## src/rtl/sram_port0_master.sv

```systemverilog
// sram_port0_master
// Request-side controller for the RW port of the 32x256 data SRAM macro.
// Accepts one byte-addressed load/store at a time, drives the macro's
// active-low controls, byte mask and lane-replicated write data, and
// returns an extended, single-cycle load response.
`timescale 1ns/1ps

module sram_port0_master #(
    parameter int ADDR_WIDTH = 8,
    parameter int DATA_WIDTH = 32,
    parameter int NUM_WMASKS = 4
) (
    input  logic                    clk,
    input  logic                    reset,
    // core-side request
    input  logic                    req_valid,
    output logic                    req_ready,
    input  logic                    req_we,
    input  logic [ADDR_WIDTH+1:0]   req_addr,
    input  logic [1:0]              req_size,
    input  logic                    req_unsigned,
    input  logic [DATA_WIDTH-1:0]   req_wdata,
    // core-side response
    output logic                    rsp_valid,
    output logic [DATA_WIDTH-1:0]   rsp_rdata,
    output logic                    rsp_err,
    // macro port 0
    output logic                    csb0,
    output logic                    web0,
    output logic [NUM_WMASKS-1:0]   wmask0,
    output logic [ADDR_WIDTH-1:0]   addr0,
    output logic [DATA_WIDTH-1:0]   din0,
    input  logic [DATA_WIDTH-1:0]   dout0
);

    typedef enum logic [1:0] {
        ST_IDLE   = 2'd0,
        ST_ACCESS = 2'd1,
        ST_DATA   = 2'd2,
        ST_RESP   = 2'd3
    } state_t;

    // ------------------------------------------------------------------
    // Helpers
    // ------------------------------------------------------------------

    // A request is misaligned when its size does not divide its byte offset,
    // or when the size code is the reserved value.
    function automatic logic f_misaligned(input logic [1:0] size,
                                          input logic [1:0] lo);
        logic bad;
        case (size)
            2'd0:    bad = 1'b0;
            2'd1:    bad = lo[0];
            2'd2:    bad = (lo != 2'b00);
            default: bad = 1'b1;
        endcase
        return bad;
    endfunction

    // Byte lanes touched by a store of the given size at the given offset.
    function automatic logic [3:0] f_wmask(input logic [1:0] size,
                                           input logic [1:0] lo);
        logic [3:0] m;
        case (size)
            2'd0:    m = 4'b0001 << lo;
            2'd1:    m = 4'b0011 << {lo[1], 1'b0};
            2'd2:    m = 4'b1111;
            default: m = 4'b0000;
        endcase
        return m;
    endfunction

    // Replicate right-justified store data across every lane it may occupy,
    // so the byte mask alone selects the destination.
    function automatic logic [31:0] f_wdata(input logic [1:0]  size,
                                            input logic [31:0] w);
        logic [31:0] d;
        case (size)
            2'd0:    d = {4{w[7:0]}};
            2'd1:    d = {2{w[15:0]}};
            2'd2:    d = w;
            default: d = 32'h0000_0000;
        endcase
        return d;
    endfunction

    // Pick the addressed byte/half out of the macro word and extend it.
    function automatic logic [31:0] f_extract(input logic [1:0]  size,
                                              input logic [1:0]  lo,
                                              input logic        uns,
                                              input logic [31:0] word);
        logic [7:0]  b;
        logic [15:0] h;
        logic [31:0] r;
        b = word[{lo, 3'b000} +: 8];
        h = lo[1] ? word[31:16] : word[15:0];
        case (size)
            2'd0:    r = {{24{~uns & b[7]}}, b};
            2'd1:    r = {{16{~uns & h[15]}}, h};
            2'd2:    r = word;
            default: r = 32'h0000_0000;
        endcase
        return r;
    endfunction

    // ------------------------------------------------------------------
    // State
    // ------------------------------------------------------------------
    state_t                  state_q,     state_d;
    logic                    we_q,        we_d;
    logic [1:0]              lane_q,      lane_d;
    logic [1:0]              size_q,      size_d;
    logic                    unsigned_q,  unsigned_d;

    logic                    csb0_q,      csb0_d;
    logic                    web0_q,      web0_d;
    logic [NUM_WMASKS-1:0]   wmask0_q,    wmask0_d;
    logic [ADDR_WIDTH-1:0]   addr0_q,     addr0_d;
    logic [DATA_WIDTH-1:0]   din0_q,      din0_d;
    logic                    rsp_valid_q, rsp_valid_d;
    logic [DATA_WIDTH-1:0]   rsp_rdata_q, rsp_rdata_d;
    logic                    rsp_err_q,   rsp_err_d;

    logic                    req_mis_s;

    assign req_mis_s = f_misaligned(req_size, req_addr[1:0]);

    // Next-state and next-output logic; macro strobes default to inactive
    // so they only assert for the single ACCESS cycle.
    always_comb begin
        state_d     = state_q;
        we_d        = we_q;
        lane_d      = lane_q;
        size_d      = size_q;
        unsigned_d  = unsigned_q;
        csb0_d      = 1'b1;
        web0_d      = 1'b1;
        wmask0_d    = {NUM_WMASKS{1'b0}};
        addr0_d     = addr0_q;
        din0_d      = din0_q;
        rsp_valid_d = 1'b0;
        rsp_rdata_d = rsp_rdata_q;
        rsp_err_d   = rsp_err_q;

        case (state_q)
            ST_IDLE: begin
                if (req_valid) begin
                    we_d       = req_we;
                    lane_d     = req_addr[1:0];
                    size_d     = req_size;
                    unsigned_d = req_unsigned;
                    if (req_mis_s) begin
                        // Reject without touching the macro.
                        state_d     = ST_RESP;
                        rsp_valid_d = 1'b1;
                        rsp_err_d   = 1'b1;
                        rsp_rdata_d = {DATA_WIDTH{1'b0}};
                    end else begin
                        state_d = ST_ACCESS;
                        csb0_d  = 1'b0;
                        web0_d  = ~req_we;
                        addr0_d = req_addr[ADDR_WIDTH+1:2];
                        if (req_we) begin
                            wmask0_d = f_wmask(req_size, req_addr[1:0]);
                            din0_d   = f_wdata(req_size, req_wdata);
                        end else begin
                            wmask0_d = {NUM_WMASKS{1'b0}};
                            din0_d   = {DATA_WIDTH{1'b0}};
                        end
                    end
                end else begin
                    state_d = ST_IDLE;
                end
            end

            ST_ACCESS: begin
                // The macro captures the command at the edge ending this cycle.
                if (we_q) begin
                    state_d     = ST_RESP;
                    rsp_valid_d = 1'b1;
                    rsp_err_d   = 1'b0;
                    rsp_rdata_d = {DATA_WIDTH{1'b0}};
                end else begin
                    state_d = ST_DATA;
                end
            end

            ST_DATA: begin
                // dout0 is stable through the edge ending this cycle.
                state_d     = ST_RESP;
                rsp_valid_d = 1'b1;
                rsp_err_d   = 1'b0;
                rsp_rdata_d = f_extract(size_q, lane_q, unsigned_q, dout0);
            end

            ST_RESP: begin
                state_d = ST_IDLE;
            end

            default: begin
                state_d = ST_IDLE;
            end
        endcase
    end

    // State and output registers with synchronous reset; reset abandons any
    // transaction in flight without issuing a response.
    always_ff @(posedge clk) begin
        if (reset) begin
            state_q     <= ST_IDLE;
            we_q        <= 1'b0;
            lane_q      <= 2'b00;
            size_q      <= 2'b00;
            unsigned_q  <= 1'b0;
            csb0_q      <= 1'b1;
            web0_q      <= 1'b1;
            wmask0_q    <= {NUM_WMASKS{1'b0}};
            addr0_q     <= {ADDR_WIDTH{1'b0}};
            din0_q      <= {DATA_WIDTH{1'b0}};
            rsp_valid_q <= 1'b0;
            rsp_rdata_q <= {DATA_WIDTH{1'b0}};
            rsp_err_q   <= 1'b0;
        end else begin
            state_q     <= state_d;
            we_q        <= we_d;
            lane_q      <= lane_d;
            size_q      <= size_d;
            unsigned_q  <= unsigned_d;
            csb0_q      <= csb0_d;
            web0_q      <= web0_d;
            wmask0_q    <= wmask0_d;
            addr0_q     <= addr0_d;
            din0_q      <= din0_d;
            rsp_valid_q <= rsp_valid_d;
            rsp_rdata_q <= rsp_rdata_d;
            rsp_err_q   <= rsp_err_d;
        end
    end

    assign req_ready = (state_q == ST_IDLE) && !reset;
    assign rsp_valid = rsp_valid_q;
    assign rsp_rdata = rsp_rdata_q;
    assign rsp_err   = rsp_err_q;
    assign csb0      = csb0_q;
    assign web0      = web0_q;
    assign wmask0    = wmask0_q;
    assign addr0     = addr0_q;
    assign din0      = din0_q;

endmodule

```

## config.mk

```make
export PLATFORM = sky130hd
export DESIGN_NAME = sram_port0_master
export DESIGN_NICKNAME = d
export VERILOG_FILES = /design/src/rtl/sram_port0_master.sv
export SDC_FILE = /design/constraint.sdc
export NUM_CORES = 1
export LEC_CHECK = 0
export ABC_AREA = 1
export CAP_MARGIN = 15
export CORE_MARGIN = 2
export CORE_UTILIZATION = 35
export CTS_BUF_LIST = sky130_fd_sc_hd__clkbuf_8
export DETAILED_ROUTE_END_ITERATION = 8
export GPL_ROUTABILITY_DRIVEN = 0
export PLACE_DENSITY = 0.66
export REMOVE_ABC_BUFFERS = 1
export SYNTH_ARGS = -nofsm -noshare
export SYNTH_HDL_FRONTEND = slang
export SYNTH_SLANG_ARGS = --single-unit
```

## constraint.sdc

```tcl
create_clock -name clk -period 2 [get_ports clk]
set_input_delay 0.6 -clock clk [delete_from_list [all_inputs] [get_ports clk]]
set_output_delay 0.6 -clock clk [all_outputs]
set_load 0.01 [all_outputs]
```

==> qor_table.md <==
| Quantity | Value |
| --- | --- |
| Multi-input gate area | 2250 um2 |
| Most used cells in the layout excluding fill and tap cells | sky130_fd_sc_hd__nand2_1, sky130_fd_sc_hd__clkdlybuf4s50_1, sky130_fd_sc_hd__dfxtp_1, sky130_fd_sc_hd__a21oi_1, sky130_fd_sc_hd__nand3_1 |
| Layout cells sized above 1 | 9.18% |
| Iteration-0 DRC Markers | 309 |
| Post-DP HPWL | 10,200 um |
| # Max-Cap Violations | 0 |
| Crit path required time | 1400 ps |
| Cell type with the highest occurrence count on the critical path | sky130_fd_sc_hd__inv_1 |
| Number of placement rows | 40 |
| Category of the most critical setup path | reg2out |
| Nature of the critical path startpoint | register |
| Top Family by Delay on Critical Path | flip-flops |
| Clock root cell | sky130_fd_sc_hd__clkbuf_8 |
| Final WL | 13,800 um |
| Yosys cell types | 26 |
| Most common cell after layout, fill and taps aside | sky130_fd_sc_hd__nand2_1 |
| Count of endpoints failing hold in the final timing report | 0 |
| Width of the die | 115 um |
| Number of port buffers | 161 |
| Reported leakage power | 2.84 nW |
| Ports | 162 |
| Most area-consuming cells after synthesis | sky130_fd_sc_hd__dfxtp_1, sky130_fd_sc_hd__nand2_1, sky130_fd_sc_hd__a21oi_1, sky130_fd_sc_hd__nand3_1, sky130_fd_sc_hd__inv_1 |
| Final TNS setup | 0 ps |
| Total global-route track usage | 21.0% |
| Die Outline Area | 13,300 um2 |
| CP max stage cell | sky130_fd_sc_hd__dfxtp_2 |
| Placed cell areas | 6360 um2 |
| Final setup viols | 0 |
| Initial core utilization | 36.0% |
| Clock transition at the registers of the reported paths | 80 ps |
| Number of global-route vias before repair | 4,679 |
| Final setup skew | 7.26 ps |
| Area of all placed cells without fillers | 6570 um2 |
| Kind of end point of the critical path | primary output |
| Most congested layer reported by global routing | met2 |
| Count of buffers added by post-CTS timing repair for setup | 0 |
| Post-synthesis to final-layout area growth | 51.3% |
| Wire length of the first global-routing pass | 22,100 um |
| Tightest Pin Transition | 617 ps |
| Filler Cells Inserted | 1,217 |
| Startpoint of the most critical register-to-register path | state_q[0] |
| Worst-path fanout max | 4 |
| Overall power after layout | 4.65 mW |
| Hold/Removal Path Class | reg2reg |
| Cell taking the most area after synthesis | sky130_fd_sc_hd__dfxtp_1 |
| Post-route minimum period | 1900 ps |
| Number of H-tree branching levels | 3 |
| Number of nets with antenna violations after routing | 0 |
| Status | finished clean |
| TritonCTS clock tree | built |
| Post-Route Hold Slack | 466 ps |
| Crit-path cells | inv_1 > ha_2 > inv_1 > nor2_1 > buf_2 |
| Cell count after synthesis | 681 |
| Die outline height | 115 um |
| Power density of the placed cells | 708 nW/um2 |
| Total gr overflow | 0 |
| Critical path's largest stage delay | 350 ps |
| Number of buffers added to fix hold violations after cts | 0 |
| Setup slack of the worst register-to-register path | 330 ps |
| PostCTS Resize Cnt | 6 |
| Endpoint, Worst Hold | din0[21] |
| Hold path depth | 2 |
| Via count of the routed design | 4,893 |
| Critical register-to-register path endpoint | din0[26] |
| Startpoint of the worst hold path | din0[21] |
| Pre-CTS setup slack | -187 ps |
| Final period utilization | 95.1% |
| Unrepaired setup endpoints after global routing | no |
| Met1 track utilization from global routing | 24.2% |
| Placeable core area | 12,100 um2 |
| Count of unresolved DRC violations after routing | 0 |
| IR Drop Worst-Case VDD | 0.401 mV |
| Arrival @ worst endpoint | 1300 ps |
| Initial antenna violation count | 0 |
| Fin. max-slew vios | 0 |
| Area taken by flip-flops and latches | 1760 um2 |
| Nets | 943 |
| Sequential element share of the synthesized area | 40.6% |
| Pin count of the biggest net entering global routing | 57 |
| Clock sinks | 88 |
| Buffer depth of the longest clock path | 2 |
| FF+latch count, synth | 88 |
| Share of the synthesized area in the top cell type | 40.6% |
| Post-synthesis instance area | 4340 um2 |
| Clock buffers created by TritonCTS | 9 |
| Global-route track usage on met2 | 35.1% |
| CP bufs+invs | 3 |
| Average routed wire per standard cell | 13.4 um |
| Synthesized area per cell | 6.38 um2 |
| First drt pass iteration count | 5 |
| Synth warnings | 0 |
| Slew headroom | 58.8% |
| Achievable Freq | 526 MHz |
| Average vias per placed instance | 4.75 |
| Worst-Skew Late Latency | 370 ps |
| GR Layer Usage met3 | 7.85% |
| Worst-case reg-to-reg path depth | 10 |
| Post-layout worst setup margin | 97.3 ps |
where the power goes:
part / leakage (nW) / switching (mW) / internal [mW] / total (mW)
Clock: 0.114 / 0.653 / 0.695 / 1.35
Combinational: 2.01 / 0.755 / 0.639 / 1.39
Sequential: 0.714 / 0.0634 / 1.85 / 1.91
Total: 2.84 / 1.47 / 3.18 / 4.65
worst max path at each step:
| stage | from | end | cells after the start |
|---|---|---|---|
| after global placement | req_size[0] | rsp_rdata[7] | 11 |
| after detailed placement | req_size[0] | rsp_rdata[8] | 10 |
| after floorplan | req_size[1] | rsp_rdata[10] | 8 |
| final | state_q[0] | req_ready | 5 |
| after CTS | state_q[0] | req_ready | 5 |
| after global routing | state_q[0] | req_ready | 5 |
final cells by class:
type                    instances  area share, %
clock buffers                   9           1.88
flip-flops and latches         88           26.8
repair buffers                200           30.0
well taps                     168           3.20
clock inverters                 7           1.33
multi-input cells             513           34.2
inverters                      44           2.51
diodes                          1         0.0381
per-layer routing:
metal / vias to the layer above / wire, um
li1: 2480 / -
met1: 2193 / 5670
met2: 197 / 6400
met3: 23 / 1420
met4: 0 / 360
met5: - / 0
cells by family (layout without fill, tap and decap cells):
logic type / Yosys count / after routing / synth area share, %
AO/OA/AOI/OAI: 103 / 103 / 12.4
adder cells (fa/ha/maj): 6 / 6 / 1.73
buffers and inverters: 80 / 260 / 7.69
flip-flops: 88 / 88 / 40.6
other: 0 / 1 / 0
AND/OR/NAND/NOR: 404 / 404 / 37.6
worst reg2reg max path, delay by kind of cell (launching register included):
family	cells	cell delay (ps)
AO/OA/AOI/OAI	1	140
buffers and inverters	4	500
adder cells (fa/ha/maj)	1	200
flip-flops	1	350
AND/OR/NAND/NOR	4	430
registers in the layout, indices dropped and copies added (netlist names):
| name | cells |
|---|---|
| addr0 | 8 |
| din0 | 32 |
| web0 | 1 |
| rsp_valid | 1 |
| lane_q | 2 |
| size_q | 2 |
| unsigned_q | 1 |
| we_q | 1 |
| rsp_err | 1 |
| csb0 | 1 |
| wmask0 | 4 |
| rsp_rdata | 32 |
| state_q | 2 |
per-stage QoR:
step	cells	utilization, %
after global routing	1029	54.5
after detailed placement	1013	52.7
after CTS	1029	54.5
final	1030	54.5
after global placement	1013	52.7
after floorplan	645	-
synth_stat cells, drive strengths merged:
cell type  count
nor3           1
ha             6
o21ai         29
nor2          32
or2            2
dfxtp         88
clkbuf        12
buf           24
inv           38
nand3         38
nand2        330
nand4          1
a22oi          8
a21oi         65
a211oi         1
clkinv         6
No activity file was read; power rests on OpenSTA's default activity.
